`src/rtl/instr_loader.sv`:
```
// instr_loader: keys instruction words in from an 8-bit DIP switch one byte
// per press of btn_load, queues completed words in a small FIFO and hands
// them to the CPU core over a valid/ready handshake.
//
// Ports:
//   clk, rst_n            clock, synchronous active-low reset
//   sw_in[7:0]            switch byte, sampled only on an accepted load edge
//   btn_load, btn_clear   raw asynchronous push buttons
//   instr_data[IW-1:0]    word at the FIFO head (IW = 8*BYTES_PER_INSTR)
//   instr_valid           FIFO non-empty
//   instr_ready           consumer takes the head word this cycle
//   byte_idx              index of the next byte to be loaded
//   fifo_count, fifo_full queue occupancy
//   overflow              sticky: a completed word was dropped (full queue)
//
// Build option: define LOADER_DEBOUNCE_EN to add a DEBOUNCE_CYCLES stable-level
// filter in each button path (press latency 3 + DEBOUNCE_CYCLES instead of 3).

// Generic synchronous FWFT FIFO with flush.
// Latency: a write is visible on rd_vld/rd_dat the cycle after it is accepted.
// Backpressure: wr_rdy drops when full unless a read frees a slot that cycle.
module fifo_sync #(
    parameter int W     = 16,
    parameter int DEPTH = 4
) (
    input  logic                   clk,
    input  logic                   rst_n,
    input  logic                   clr,
    input  logic                   wr_vld,
    input  logic [W-1:0]           wr_dat,
    output logic                   wr_rdy,
    output logic                   rd_vld,
    output logic [W-1:0]           rd_dat,
    input  logic                   rd_rdy,
    output logic [$clog2(DEPTH):0] count,
    output logic                   full
);
    localparam int AW = $clog2(DEPTH);
    localparam logic [AW:0] FULL_CNT = (AW+1)'(DEPTH);

    logic [W-1:0]  mem [DEPTH];
    logic [AW-1:0] wr_ptr;
    logic [AW-1:0] rd_ptr;
    logic [AW:0]   count_q;
    logic [AW:0]   count_nxt;
    logic          vld_q;
    logic          do_push;
    logic          do_pop;

    assign full    = (count_q == FULL_CNT);
    assign do_pop  = vld_q & rd_rdy;
    // A full queue still takes a word when the head leaves in the same cycle.
    assign wr_rdy  = ~full | do_pop;
    assign do_push = wr_vld & wr_rdy;

    always_comb begin
        count_nxt = count_q;
        if (do_push && !do_pop) begin
            count_nxt = count_q + (AW+1)'(1);
        end else if (do_pop && !do_push) begin
            count_nxt = count_q - (AW+1)'(1);
        end
    end

    always_ff @(posedge clk) begin
        if (!rst_n) begin
            wr_ptr  <= '0;
            rd_ptr  <= '0;
            count_q <= '0;
            vld_q   <= 1'b0;
            // Storage is zeroed so the head reads 0 while empty after reset.
            for (int i = 0; i < DEPTH; i++) begin
                mem[i] <= '0;
            end
        end else if (clr) begin
            wr_ptr  <= '0;
            rd_ptr  <= '0;
            count_q <= '0;
            vld_q   <= 1'b0;
        end else begin
            if (do_push) begin
                mem[wr_ptr] <= wr_dat;
                wr_ptr      <= wr_ptr + AW'(1);
            end
            if (do_pop) begin
                rd_ptr <= rd_ptr + AW'(1);
            end
            count_q <= count_nxt;
            vld_q   <= (count_nxt != '0);
        end
    end

    assign rd_vld = vld_q;
    assign rd_dat = mem[rd_ptr];
    assign count  = count_q;
endmodule

// Byte-wise instruction assembler from switches and buttons into a word queue.
// Latency: button rise to byte commit 3 cycles (+DEBOUNCE_CYCLES if filtered);
// a completed word reaches instr_valid the cycle after its final-byte commit.
// Backpressure: instr_ready pops the head; a word completing into a full queue
// with no same-cycle pop is dropped and flagged on overflow.
module instr_loader #(
    parameter int BYTES_PER_INSTR = 2,
    parameter int FIFO_DEPTH      = 4,
    parameter int DEBOUNCE_CYCLES = 16
) (
    input  logic                                                   clk,
    input  logic                                                   rst_n,
    input  logic [7:0]                                             sw_in,
    input  logic                                                   btn_load,
    input  logic                                                   btn_clear,
    output logic [8*BYTES_PER_INSTR-1:0]                           instr_data,
    output logic                                                   instr_valid,
    input  logic                                                   instr_ready,
    output logic [((BYTES_PER_INSTR > 1) ? $clog2(BYTES_PER_INSTR) : 1)-1:0] byte_idx,
    output logic [$clog2(FIFO_DEPTH):0]                            fifo_count,
    output logic                                                   fifo_full,
    output logic                                                   overflow
);
    localparam int IW  = 8 * BYTES_PER_INSTR;
    localparam int BIW = (BYTES_PER_INSTR > 1) ? $clog2(BYTES_PER_INSTR) : 1;
    localparam logic [BIW-1:0] LAST_IDX = BIW'(BYTES_PER_INSTR - 1);

    if (BYTES_PER_INSTR < 1 || BYTES_PER_INSTR > 8) begin : g_bad_bytes
        $error("instr_loader: BYTES_PER_INSTR must be 1..8");
    end
    if (FIFO_DEPTH < 2 || (FIFO_DEPTH & (FIFO_DEPTH - 1)) != 0) begin : g_bad_depth
        $error("instr_loader: FIFO_DEPTH must be a power of 2, at least 2");
    end
    if (DEBOUNCE_CYCLES < 1) begin : g_bad_debounce
        $error("instr_loader: DEBOUNCE_CYCLES must be at least 1");
    end

    // ------------------------------------------------------------------
    // Button paths: [0] = load, [1] = clear.
    // ------------------------------------------------------------------
    logic [1:0] btn_raw;
    logic [1:0] btn_pulse;
    logic [1:0] settle_cnt;
    logic       settled;

    assign btn_raw = {btn_clear, btn_load};

    // Two cycles after reset release the synchronisers hold real button
    // levels; only from then on may a button be armed.
    always_ff @(posedge clk) begin
        if (!rst_n) begin
            settle_cnt <= 2'd0;
        end else if (settle_cnt != 2'd2) begin
            settle_cnt <= settle_cnt + 2'd1;
        end
    end
    assign settled = (settle_cnt == 2'd2);

`ifdef LOADER_DEBOUNCE_EN
    localparam int DCW = $clog2(DEBOUNCE_CYCLES + 1);
    localparam logic [DCW-1:0] DB_LAST = DCW'(DEBOUNCE_CYCLES - 1);
`endif

    for (genvar b = 0; b < 2; b++) begin : g_btn
        logic sync1;
        logic sync2;
        logic acc;      // accepted (filtered) level
        logic prev;
        logic armed;

`ifdef LOADER_DEBOUNCE_EN
        logic [DCW-1:0] db_cnt;

        // The counter ticks once per cycle of disagreement; the new level is
        // taken on the DEBOUNCE_CYCLES-th consecutive one.
        always_ff @(posedge clk) begin
            if (!rst_n) begin
                db_cnt <= '0;
                acc    <= 1'b0;
            end else if (sync2 == acc) begin
                db_cnt <= '0;
            end else if (db_cnt == DB_LAST) begin
                db_cnt <= '0;
                acc    <= sync2;
            end else begin
                db_cnt <= db_cnt + DCW'(1);
            end
        end
`else
        assign acc = sync2;
`endif

        always_ff @(posedge clk) begin
            if (!rst_n) begin
                sync1 <= 1'b0;
                sync2 <= 1'b0;
                prev  <= 1'b0;
                armed <= 1'b0;
            end else begin
                sync1 <= btn_raw[b];
                sync2 <= sync1;
                prev  <= acc;
                // A button held through reset stays disarmed until it has
                // been seen released, so it cannot fire on reset release.
                if (settled && !sync2 && !acc) begin
                    armed <= 1'b1;
                end
            end
        end

        assign btn_pulse[b] = armed & acc & ~prev;
    end

    logic load_pulse;
    logic clear_pulse;
    assign load_pulse  = btn_pulse[0];
    assign clear_pulse = btn_pulse[1];

    // ------------------------------------------------------------------
    // Word assembly
    // ------------------------------------------------------------------
    logic [BIW-1:0] idx_q;
    logic [IW-1:0]  asm_q;
    logic [IW-1:0]  asm_nxt;
    logic           last_byte;
    logic           push_vld;
    logic           push_rdy;
    logic           ovf_q;

    // The final byte is merged combinationally so the complete word can be
    // pushed in the same cycle as its last load edge.
    always_comb begin
        asm_nxt = asm_q;
        asm_nxt[8*int'(idx_q) +: 8] = sw_in;
    end

    assign last_byte = (idx_q == LAST_IDX);
    // Clear wins over a same-cycle load: that byte never reaches the queue.
    assign push_vld  = load_pulse & last_byte & ~clear_pulse;

    always_ff @(posedge clk) begin
        if (!rst_n) begin
            idx_q <= '0;
            asm_q <= '0;
            ovf_q <= 1'b0;
        end else if (clear_pulse) begin
            idx_q <= '0;
            asm_q <= '0;
            ovf_q <= 1'b0;
        end else if (load_pulse) begin
            if (last_byte) begin
                idx_q <= '0;
                asm_q <= '0;
                if (!push_rdy) begin
                    ovf_q <= 1'b1;
                end
            end else begin
                idx_q <= idx_q + BIW'(1);
                asm_q <= asm_nxt;
            end
        end
    end

    // ------------------------------------------------------------------
    // Word queue
    // ------------------------------------------------------------------
    fifo_sync #(
        .W     (IW),
        .DEPTH (FIFO_DEPTH)
    ) u_fifo (
        .clk    (clk),
        .rst_n  (rst_n),
        .clr    (clear_pulse),
        .wr_vld (push_vld),
        .wr_dat (asm_nxt),
        .wr_rdy (push_rdy),
        .rd_vld (instr_valid),
        .rd_dat (instr_data),
        .rd_rdy (instr_ready),
        .count  (fifo_count),
        .full   (fifo_full)
    );

    assign byte_idx = idx_q;
    assign overflow = ovf_q;
endmodule

```
`config.mk`:
```
export PLATFORM = sky130hd
export DESIGN_NAME = instr_loader
export DESIGN_NICKNAME = d
export VERILOG_FILES = /design/src/rtl/instr_loader.sv
export SDC_FILE = /design/constraint.sdc
export NUM_CORES = 1
export LEC_CHECK = 0
export BUFFER_PORTS_ARGS = -buffer_cell sky130_fd_sc_hd__buf_2
export CORE_MARGIN = 2
export CORE_UTILIZATION = 59
export CTS_CLUSTER_SIZE = 28
export DETAILED_ROUTE_END_ITERATION = 6
export PLACE_DENSITY = 0.79
export SETUP_SLACK_MARGIN = 0.2
export SLEW_MARGIN = 25
export SYNTH_ARGS = -nofsm -noshare
export SYNTH_HDL_FRONTEND = slang
export SYNTH_SLANG_ARGS = --single-unit
export TNS_END_PERCENT = 20
```
`constraint.sdc`:
```
create_clock -name clk -period 3 [get_ports clk]
set_input_delay 0.6 -clock clk [delete_from_list [all_inputs] [get_ports clk]]
set_output_delay 0.6 -clock clk [all_outputs]
set_load 0.02 [all_outputs]
```
After elaboration in Yosys (flattened, before gate mapping)
Memory sizes are Yosys's and may differ from the RTL's. A register that Yosys moved wholly into a read port is not among the register bits. Index checks and enable logic that the tools add are counted.

Add/sub/neg operators: 7. Equality and inequality tests: 3. Shift operators: 2. Muxes and demuxes: 15. Bitwise gates (word level): 15. Reductions and logical operators: 14.

Operators by type and width (count): $neg A4 Y33 (1); $shift A8 B33 Y16 const A (1); $shiftx A8 B33 Y16 (1); $mux W16 (2); $bwmux W16 (1); $reduce_or A16 Y1 (1); $and A1 B1 Y1 (8); $mux W1 (7); $add A2 B1 Y2 const B (3); $logic_and A1 B1 Y1 (6); $mux W2 (3); $mux W3 (2); $not A1 Y1 (6); $logic_not A1 Y1 (4); $add A3 B1 Y3 const B (1); $eq A3 B3 Y1 const B (1); $reduce_and A3 Y1 (1); $reduce_bool A3 Y1 (1); $sub A3 B1 Y3 const B (1); $eq A2 B2 Y1 const B (1); $ne A2 B2 Y1 const B (1); $reduce_or A2 Y1 (1); $add A1 B1 Y1 const B (1); $or A1 B1 Y1 (1).

Flip-flop bits (word level): 36. Memory bits (writable): 64. Input bits: 13. Output and inout port bits: 23. Word-level logic and storage cells: 73. Memories kept: 1.

Memory list: u_fifo.mem (words 4, bits a word 16, read ports 1, clocked after memory_dff 1, wr ports 4, line 41) `logic [W-1:0] mem [DEPTH];`.

Logic depth before layout (Yosys ltp)
Depth after elaboration: 11. Gate-level depth with buffers: 8.

Hierarchy
A second synthesis with hierarchy kept.

Cell total of the unflattened synthesis: 328. Area total of the unflattened synthesis: 4456.8 um^2.

Modules (own cells, without submodules): fifo_sync (times used 1, cells an instance 215, area each 3300.7 um^2); instr_loader (times used 1, cells an instance 113, area each 1156.1 um^2).

Least setup slack after synthesis
OpenSTA, ideal clock, no wires.

Path kind: register -> register. From: register idx_q (netlist: byte_idx). To: memory u_fifo.mem[3][0], enable pin. Arrival time: 2491 ps. Data required time: 2589 ps. Path slack: 98 ps. Stages on the path, launching flop included: 7. Buffers on the path: 2. Clock period less this slack: 2902 ps. Path through: dfxtp_1 > buf_4 > nand4b_1 > clkbuf_1 > a31oi_1 > nand2_1 > o21ai_0.

RTL lines: start: declaration (line 219) `logic [BIW-1:0] idx_q;`; start signal: assignment (line 255) `idx_q <= idx_q + BIW'(1);`; end: declaration (line 41).

==> flow_metrics.env <==
export IMPL_final_hold_viol_count=0
export IMPL_dr_pass1_iters=5
export IMPL_fp_dieH_um=88.6
export IMPL_place_hpwl_um=5310
export IMPL_regToRegStartpoint="u_fifo.count[1]"
export IMPL_status="finished, final reports clean"
export IMPL_grt_pass1_vias=2504
export IMPL_synth_seq_cells=102
export IMPL_comb_power_share=0.156
export IMPL_power_density_nw_per_um2=632
export IMPL_timing_worst_setup_path_type="reg -> out"
export IMPL_cts_inserted_buffers=9
export IMPL_net_switching_power_w=0.000752
export IMPL_arrival_ns=1.80
export IMPL_netlist_cell_type_count=37
export IMPL_final_area_um2=4690
export IMPL_route_vias_total=2618
export IMPL_fp_dieArea_um2=7860
export IMPL_min_period_ns=2.40
export IMPL_clk_pin_slew_ns=0.09
export IMPL_critPathCaptureType="output port"
export IMPL_synth_enable_flop_cells=64
export IMPL_syn_num_nets=353
export IMPL_totalNegativeSetupSlack_ns=0
export IMPL_max_slew_worst_pin_slew_ns=0.756
export IMPL_crit_start_category="flip-flop"
export IMPL_synth_area_per_cell_um2=12.6
export IMPL_final_routed_wirelength_um=7870
export IMPL_cp_data_required_time_ns=2.40
export IMPL_detailed_place_area_um2=4490
export IMPL_worst_path_cell_trace="mux4_2 > buf_2"
export IMPL_timing_hold_worst_path_depth=2
export IMPL_hold_start="btn_clear"
export IMPL_gp_routability_congestion=0.789
export IMPL_grt_start_max_net_pins=28
export IMPL_leakagePower_nw=1.72
export IMPL_detail_route_drc_violations=0
export IMPL_hold_path_end="g_btn[1].sync1"
export IMPL_slew_headroom=0.495
export IMPL_postCtsHoldBufs=0
export IMPL_tritoncts_clock_tree="built"
export IMPL_drt_initial_drc_count=147
export IMPL_ant_diodes=0
export IMPL_proportion_of_synthesized_flip_flops_having_asynchronous_set_or_reset=0
export IMPL_synth_top_flop_cell="sky130_fd_sc_hd__edfxtp_1"
export IMPL_cts_buffer_depth=2
export IMPL_global_route_wire_length_before_repair_um=12300
export IMPL_drt_antenna_violating_nets=0
export IMPL_min_period_over_period=0.799
export IMPL_finalSetupViolCount=0
export IMPL_worst_hold_path_type="in -> reg"
export IMPL_critical_path_slowest_cell="sky130_fd_sc_hd__dfxtp_1"
export IMPL_path_buf_inv=1
export IMPL_width_of_the_die_um=88.6
export IMPL_peakVddDrop_mv=0.356
export IMPL_clock_insertion_delay_at_the_later_pin_of_the_skew_report_ns=0.36
export IMPL_post_cts_buffers=0
export IMPL_yosysWarnings=0
export IMPL_design_final_nets=388
export IMPL_power_sequential_fraction=0.542
export IMPL_drive_above_1_share=0.227
export IMPL_rsz0062_at_grt="false"
export IMPL_route_detailed_vias_per_inst=5.56
export IMPL_p_sw_frac=0.254
export IMPL_timing_critical_path_max_delay_family="flip-flops"
export IMPL_tritoncts_num_sinks=102
export IMPL_placement_io_buffers=35
export IMPL_fin_worst_skew_ns=0.00700
export IMPL_intPower_w=0.00221
export IMPL_critical_path_max_stage_delay_ns=0.82
export IMPL_syn_to_final_growth_pct=11.0
export IMPL_synthesis_instances=336
export IMPL_std_cell_rows=30
export IMPL_regToRegEndpoint="u_fifo.mem[2][4]"
export IMPL_max_clock_freq_mhz=417
export IMPL_syn_area_um2=4230
export IMPL_grt_usage=0.218
export IMPL_initial_core_utilization=0.615
export IMPL_root_buffer_cell="sky130_fd_sc_hd__clkbuf_8"
export IMPL_grt_ovfl_total=0
export IMPL_worst_path_max_fanout=16
export IMPL_cts_resized=0
export IMPL_routed_wire_length_per_instance_um=16.7
export IMPL_clkPwrFrac=0.302
export IMPL_core_region_area_um2=6870
export IMPL_maxCapViolations=0
export IMPL_reg2regPathDepth=6
export IMPL_reg2reg_setup_slack_ns=0.70
export IMPL_power_w=0.00297
export IMPL_h_tree_depth=3
export IMPL_num_io_pins=36
export IMPL_finalMaxSlewViolations=0
export IMPL_grt_antenna_before_repair=0
export IMPL_synth_seq_area_share=0.635
==> per-layer routing <==
layer | wire (um) | track usage
met5 | 0 | 0
met2 | 4030 | 0.366
met3 | 442 | 0.0364
met1 | 3240 | 0.278
met4 | 158 | 0.102
==> cell usage after synthesis, types with 4 or more instances <==
cell type,instances,area [um2]
sky130_fd_sc_hd__nand2_1,29,109
sky130_fd_sc_hd__and2_1,9,56.3
sky130_fd_sc_hd__nor2b_1,10,62.6
sky130_fd_sc_hd__dfxtp_1,38,761
sky130_fd_sc_hd__a21oi_1,17,85.1
sky130_fd_sc_hd__mux4_2,16,360
sky130_fd_sc_hd__and3_1,9,56.3
sky130_fd_sc_hd__mux2i_1,9,90.1
sky130_fd_sc_hd__ha_1,4,50.1
sky130_fd_sc_hd__xnor2_1,5,43.8
sky130_fd_sc_hd__nor2_2,9,56.3
sky130_fd_sc_hd__edfxtp_1,64,1920
sky130_fd_sc_hd__clkbuf_1,13,48.8
sky130_fd_sc_hd__nor2_1,65,244
sky130_fd_sc_hd__inv_1,5,18.8
sky130_fd_sc_hd__buf_2,4,20.0
==> area by class of cell <==
class	instances	area, um2
clock buffers	9	124
fillers	524	2180
flip-flops and latches	102	2680
multi-input cells	208	1420
clock inverters	6	77.6
inverters	5	18.8
well taps	96	120
repair buffers	45	250
==> state kept, by name (all words and copies together) (netlist names), named ones only <==
name / flops
u_fifo.wr_ptr: 2
u_fifo.rd_ptr: 2
u_fifo.rd_vld: 1
settle_cnt: 2
overflow: 1
g_btn.acc: 2
g_btn.armed: 2
g_btn.prev: 2
byte_idx: 1
u_fifo.mem: 64
g_btn.sync1: 2
u_fifo.count: 3
asm_q: 16
==> how the worst max path moves through the flow <==
stage	endpoint	slack, ns	cells past startpoint
floorplan	u_fifo.mem[2][0]	0.45	8
global placement	u_fifo.mem[2][8]	0.54	5
detailed placement	u_fifo.mem[2][12]	0.49	5
CTS	instr_data[14]	0.56	2
global route	instr_data[14]	0.50	2
finish	instr_data[14]	0.60	2
==> cell families after synthesis <==
logic type / after synthesis / share of synthesized area
buffers and inverters: 26 / 0.0296
DFF: 102 / 0.635
and+or+nand+nor: 142 / 0.156
muxes: 25 / 0.107
xor gates and xnor gates: 7 / 0.0145
adders and majority gates: 4 / 0.0118
AOI/OAI and AO/OA: 30 / 0.0465
==> worst register-to-register path, cell delays in order, from the launching register on <==
cell                        delay, ns
sky130_fd_sc_hd__dfxtp_1         0.39
sky130_fd_sc_hd__inv_1           0.10
sky130_fd_sc_hd__ha_1            0.25
sky130_fd_sc_hd__nand2_1         0.16
sky130_fd_sc_hd__o2111ai_4       0.14
sky130_fd_sc_hd__or3b_1          0.39
sky130_fd_sc_hd__nand2_1         0.51
==> cells in the final DEF, fill, tap and decap left out, drive strengths merged <==
master,count
mux2i,9
nand2,29
and4b,1
clkinv,3
dfxtp,38
mux4,16
a311oi,2
and3,9
and2,10
or2,1
nor4,1
nand3b,1
or3,2
nand3,1
buf,45
a21oi,17
nand4b,1
a22oi,1
clkinvlp,1
bufinv,2
o21ai,3
inv,5
a32oi,1
o32ai,1
a31oi,2
xnor2,5
edfxtp,64
nor2,74
o21a,2
or3b,1
xor2,2
nor3,1
o2111ai,1
nor2b,10
ha,4
clkbuf,9
==> power by group through the flow <==
stage                     clock [W]  combinational [W]  sequential (W)
after floorplan                   0           0.000337         0.00164
after CTS                  0.000910           0.000471         0.00161
after global routing       0.000949           0.000508         0.00162
after detailed placement          0           0.000469         0.00164
final                      0.000895           0.000464         0.00161
after global placement            0           0.000455         0.00163
==> stage by stage <==
stage / hold WS (ns) / std cells / util / setup WS (ns)
6_report: 0.443 / 471 / 0.683 / 0.602
3_3_place_gp: 0.418 / 456 / 0.654 / 0.537
4_1_cts: 0.435 / 471 / 0.683 / 0.560
5_1_grt: 0.439 / 471 / 0.683 / 0.497
2_1_floorplan: 0.412 / 336 / - / 0.453
3_5_place_dp: 0.425 / 456 / 0.654 / 0.486
(Power assumes the default switching activity.)
